--- config.mk ---
export PLATFORM = sky130hd
export DESIGN_NAME = serial_alu_ctrl
export DESIGN_NICKNAME = d
export VERILOG_FILES = /design/src/rtl/serial_alu_ctrl.sv
export SDC_FILE = /design/constraint.sdc
export NUM_CORES = 1
export LEC_CHECK = 0
export ABC_CLOCK_PERIOD_IN_PS = 1700
export BUFFER_PORTS_ARGS = -buffer_cell sky130_fd_sc_hd__buf_4
export CAP_MARGIN = 10
export CORE_ASPECT_RATIO = 1.1
export CORE_MARGIN = 2
export CORE_UTILIZATION = 45
export DETAILED_ROUTE_END_ITERATION = 8
export PLACE_DENSITY = 0.75
export SYNTH_ARGS = -nofsm -noshare
export SYNTH_HDL_FRONTEND = slang
export SYNTH_SLANG_ARGS = --single-unit
--- constraint.sdc ---
create_clock -name clk -period 1.7 [get_ports clk]
set_input_delay 0.17 -clock clk [delete_from_list [all_inputs] [get_ports clk]]
set_output_delay 0.17 -clock clk [all_outputs]
set_load 0.1 [all_outputs]
--- src/rtl/serial_alu_ctrl.sv ---
// Bit-serial AND/OR/ADD/SUB sequencer driving an external one-bit ALU slice,
// LSB first, with a start/done handshake and registered result and flags.
`timescale 1ns/1ps
module serial_alu_ctrl #(
    parameter int unsigned WIDTH = 8
) (
    input  logic             clk,
    input  logic             rst_n,
    input  logic             start,
    input  logic [1:0]       op,
    input  logic [WIDTH-1:0] a_in,
    input  logic [WIDTH-1:0] b_in,
    output logic             slice_a,
    output logic             slice_b,
    output logic             slice_invert_b,
    output logic             slice_cin,
    output logic [1:0]       slice_operation,
    input  logic             slice_result,
    input  logic             slice_cout,
    output logic             busy,
    output logic             done,
    output logic [WIDTH-1:0] result,
    output logic             carry_out,
    output logic             overflow,
    output logic             zero
);
    localparam int unsigned CW = $clog2(WIDTH);
    localparam logic [1:0]  OP_SUB = 2'b11;

    typedef enum logic [1:0] {S_IDLE, S_RUN, S_DONE} state_t;

    state_t           state;
    state_t           state_nxt;
    logic             accept_c;
    logic             last_c;
    logic [CW-1:0]    cnt;
    logic [WIDTH-1:0] a_sh;
    logic [WIDTH-1:0] b_sh;
    logic [WIDTH-1:0] r_sh;
    logic [WIDTH-1:0] r_nxt_c;
    logic             carry;
    logic [1:0]       op_q;

    // State register
    always_ff @(posedge clk or negedge rst_n) begin
        if (!rst_n) state <= S_IDLE;
        else        state <= state_nxt;
    end

    // Next-state decode; start only counts in IDLE or DONE
    always_comb begin
        state_nxt = state;
        accept_c  = 1'b0;
        last_c    = 1'b0;
        case (state)
            S_IDLE: begin
                if (start) begin
                    state_nxt = S_RUN;
                    accept_c  = 1'b1;
                end
            end
            S_RUN: begin
                if (cnt == CW'(WIDTH - 1)) begin
                    state_nxt = S_DONE;
                    last_c    = 1'b1;
                end
            end
            S_DONE: begin
                if (start) begin
                    state_nxt = S_RUN;
                    accept_c  = 1'b1;
                end else begin
                    state_nxt = S_IDLE;
                end
            end
            default: state_nxt = S_IDLE;
        endcase
    end

    assign r_nxt_c = {slice_result, r_sh[WIDTH-1:1]};

    // Operand shifters, carry chain, and completion capture
    always_ff @(posedge clk or negedge rst_n) begin
        if (!rst_n) begin
            cnt       <= '0;
            a_sh      <= '0;
            b_sh      <= '0;
            r_sh      <= '0;
            carry     <= 1'b0;
            op_q      <= 2'b00;
            busy      <= 1'b0;
            done      <= 1'b0;
            result    <= '0;
            carry_out <= 1'b0;
            overflow  <= 1'b0;
            zero      <= 1'b0;
        end else begin
            busy <= (state_nxt == S_RUN);
            done <= (state_nxt == S_DONE);
            if (accept_c) begin
                a_sh  <= a_in;
                b_sh  <= b_in;
                op_q  <= op;
                cnt   <= '0;
                carry <= (op == OP_SUB);
            end else if (state == S_RUN) begin
                a_sh  <= a_sh >> 1;
                b_sh  <= b_sh >> 1;
                r_sh  <= r_nxt_c;
                carry <= slice_cout;
                cnt   <= cnt + CW'(1);
                if (last_c) begin
                    // carry still holds the carry into the MSB here
                    result    <= r_nxt_c;
                    zero      <= (r_nxt_c == '0);
                    carry_out <= op_q[1] & slice_cout;
                    overflow  <= op_q[1] & (carry ^ slice_cout);
                end
            end
        end
    end

    // Slice drive: data bits only while running, control from latched op
    always_comb begin
        slice_a         = 1'b0;
        slice_b         = 1'b0;
        slice_cin       = 1'b0;
        slice_invert_b  = (op_q == OP_SUB);
        slice_operation = op_q[1] ? 2'b10 : {1'b0, op_q[0]};
        if (state == S_RUN) begin
            slice_a   = a_sh[0];
            slice_b   = b_sh[0];
            slice_cin = carry;
        end
    end

endmodule
==> summary.md <==
| Metric | Value |
|---|---|
| Hpwl dp | `~2400 µm` |
| Synth Net Count | `213` |
| Syn Area/Cell | `10.08 µm²` |
| I/O pin count | `42` |
| Wirelength per Cell | `12.65 µm` |
| Post-synthesis async set-or-reset flop share | `100.0%` |
| Final setup skew | `0.005951 ns` |
| Vias in the first global route | `1,331` |
| CP Capture Type | `output pin` |
| Slew headroom | `64.46%` |
| Share of post-route cells with drive strength above 1 | `27.71%` |
| Largest net degree at the start of global routing | `45` |
| Post-synth EDFFs | `0` |
| Synth Cell Area | `1894 µm²` |
| Die width | `65.86 µm` |
| Post-CTS Setup Repair Bufs | `0` |
| # port buffers | `41` |
| Critical path launch point type | `flip-flop` |
| Tmin final | `between 1.5 and 2 ns` |
| CTS max path bufs | `2` |
| Max-cap viol count | `0` |
| Slew Viols, Final | `0` |
| Count leader, synth | `nand2_1` |
| Initial antenna violation count | `0` |
| CP Data Arrival Time | `1.41 ns` |
| DRT Pass-1 Iters | `4` |
| Reg clk slew, reported paths | `0.08 ns` |
| Synth cell count leaders | `nand2_1 (63), dfrtp_1 (44), nor2_1 (13)` |
| # diodes | `0` |
| Syn Inst Count | `188` |
| Final period utilization | `between 90 and 100%` |
| Clk_lat worst skew | `0.29 ns` |
| Distinct cells, synth | `25` |
| Top cell type's share of synthesized area | `between 50% and 60%` |
| Vias post-DR | `1,393` |
| Post-synth top flop | `dfrtp_1` |
| Status | `complete, no violations` |
| Die extent in y | `between 70 and 80 µm` |
| Num Clock Sinks | `44` |
| CTS Root Buffer Type | `clkbuf_8` |
| F_max | `0.6339 GHz` |
| Rows | `24` |
| Final Hold Viols | `0` |
| First-pass GRT wire length | `slightly below 6000 µm` |
| Initial core utilization | `47.43%` |
| TNS Setup | `0 ns` |
| Post-route ant nets | `0` |
| Ys Warns | `0` |
| RSZ-0062 raised after global routing | `no` |
| Synth top area cells | `dfrtp_1 (58%), nand2_1 (12%), a31oi_1 (4.0%)` |
| Global placer's final weighted congestion | `0.7696` |
| CTS tree | `yes` |
| Crit Path Category | `reg -> out` |
| Setup Viol. Count Final | `0` |
| Via density | `4.922` |
| Seq/Total Area, Yosys | `58.12%` |
| CP Max Fanout | `10` |
| Routed WL | `3581 µm` |
| Number of synthesized register bits | `44` |
| CTS Buf Count | `5` |
| CP required | `1.53 ns` |
| Least-Margin Pin Slew | `0.5331 ns` |
| Global Route Usage Sum | `16.89%` |
| H-tree depth | `2` |
| DRC | `0` |
| Congestion Overflow GR | `0` |
| Final #Nets | `255` |
| Iter 0 DRT Violations | `86` |
| Die area | `4745 µm²` |
| Worst Hold Class | `in -> reg` |
| Core Region | `3994 µm²` |
| Largest area contributor in the netlist | `dfrtp_1` |
| Area growth, synth to finish | `23.51%` |
==> cell type report <==
class                   instances  area (µm²)
multi-input cells             129       689.4
repair buffers                 48       386.6
well taps                      52       65.06
flip-flops and latches         44        1101
inverters                       2       7.507
fillers                       339        1654
clock buffers                   8       90.09
==> cells in the final DEF, fill, tap and decap left out, drive strengths merged, types with 3 or more instances in the layout <==
cell type and n:
a21oi 3, a31oi 12, and2 4, buf 47, clkbuf 8, dfrtp 44, mux2 8, nand2 63
nand3 3, nor2 13, o21ai 6
==> metrics by stage <==
| stage | setup slack, ns | std cells | utilization (%) | hold slack [ns] | instance area, µm² |
|---|---|---|---|---|---|
| final | 0.1225 | 283 | 58.58 | 0.07589 | 2340 |
| after global routing | 0.01645 | 283 | 58.58 | 0.07744 | 2340 |
| after CTS | 0.05340 | 283 | 58.30 | 0.06849 | 2328 |
| after detailed placement | 0.1784 | 274 | 55.76 | 0.1922 | 2227 |
| after global placement | 0.2291 | 274 | 55.76 | 0.1929 | 2227 |
| after floorplan | 0.01557 | 188 | - | -0.1256 | 1897 |
==> path summary, 6_finish.rpt <==
check	slack (ns)	to	cells after the start	from
setup / recovery	0.12	slice_a	3	state[0]
hold / removal	0.08	op_q[1]	3	op[1]
setup reg to reg	0.19	result[1]	4	cnt[0]
hold reg to reg	0.49	a_sh[0]	2	a_sh[0]
max in group asynchronous	0.94	a_sh[1]	2	rst_n
min in group asynchronous	0.39	b_sh[7]	2	rst_n
==> metal layers <==
| layer | routed length, µm | up-vias | GRT usage, % |
|---|---|---|---|
| met2 | 1627 | 28 | 25.48 |
| met5 | 0 | - | 0 |
| li1 | - | 702 | - |
| met3 | 196 | 7 | 5.271 |
| met4 | 91 | 0 | 8.565 |
| met1 | 1667 | 656 | 22.05 |
==> what timing repair did <==
action / CTS / global route
setup endpoints to repair: 3 / 3
gates resized for setup: 1 / 3
hold buffers: 1 / 0
endpoints found under the hold margin: 44 / 0
==> cell families (layout without fill, tap and decap cells) <==
family                   Yosys count  count (layout)  synth area share, %
flip-flops                        44              44                58.12
XOR/XNOR                           1               1               0.4624
multiplexers                       8               8                5.152
AND/OR/NAND/NOR                   92              92                20.87
adder cells (fa/ha/maj)            2               2                1.321
buffers and inverters             15              58                5.680
AO/OA/AOI/OAI                     26              26                8.388
==> flip-flops by register name, indices dropped and copies added (netlist names) <==
name,flops
overflow,1
cnt,3
b_sh,8
result,8
zero,1
state,2
busy,1
a_sh,8
carry,1
op_q,2
carry_out,1
done,1
r_sh,7
==> worst max-delay path: stages, from the launching register on <==
cell,delay [ns]
dfrtp_1,0.44
and2b_2,0.28
and2_1,0.18
buf_6,0.23
Power is not shown: default switching activity piles up to over one toggle a cycle in this logic, so the estimate is an artifact.
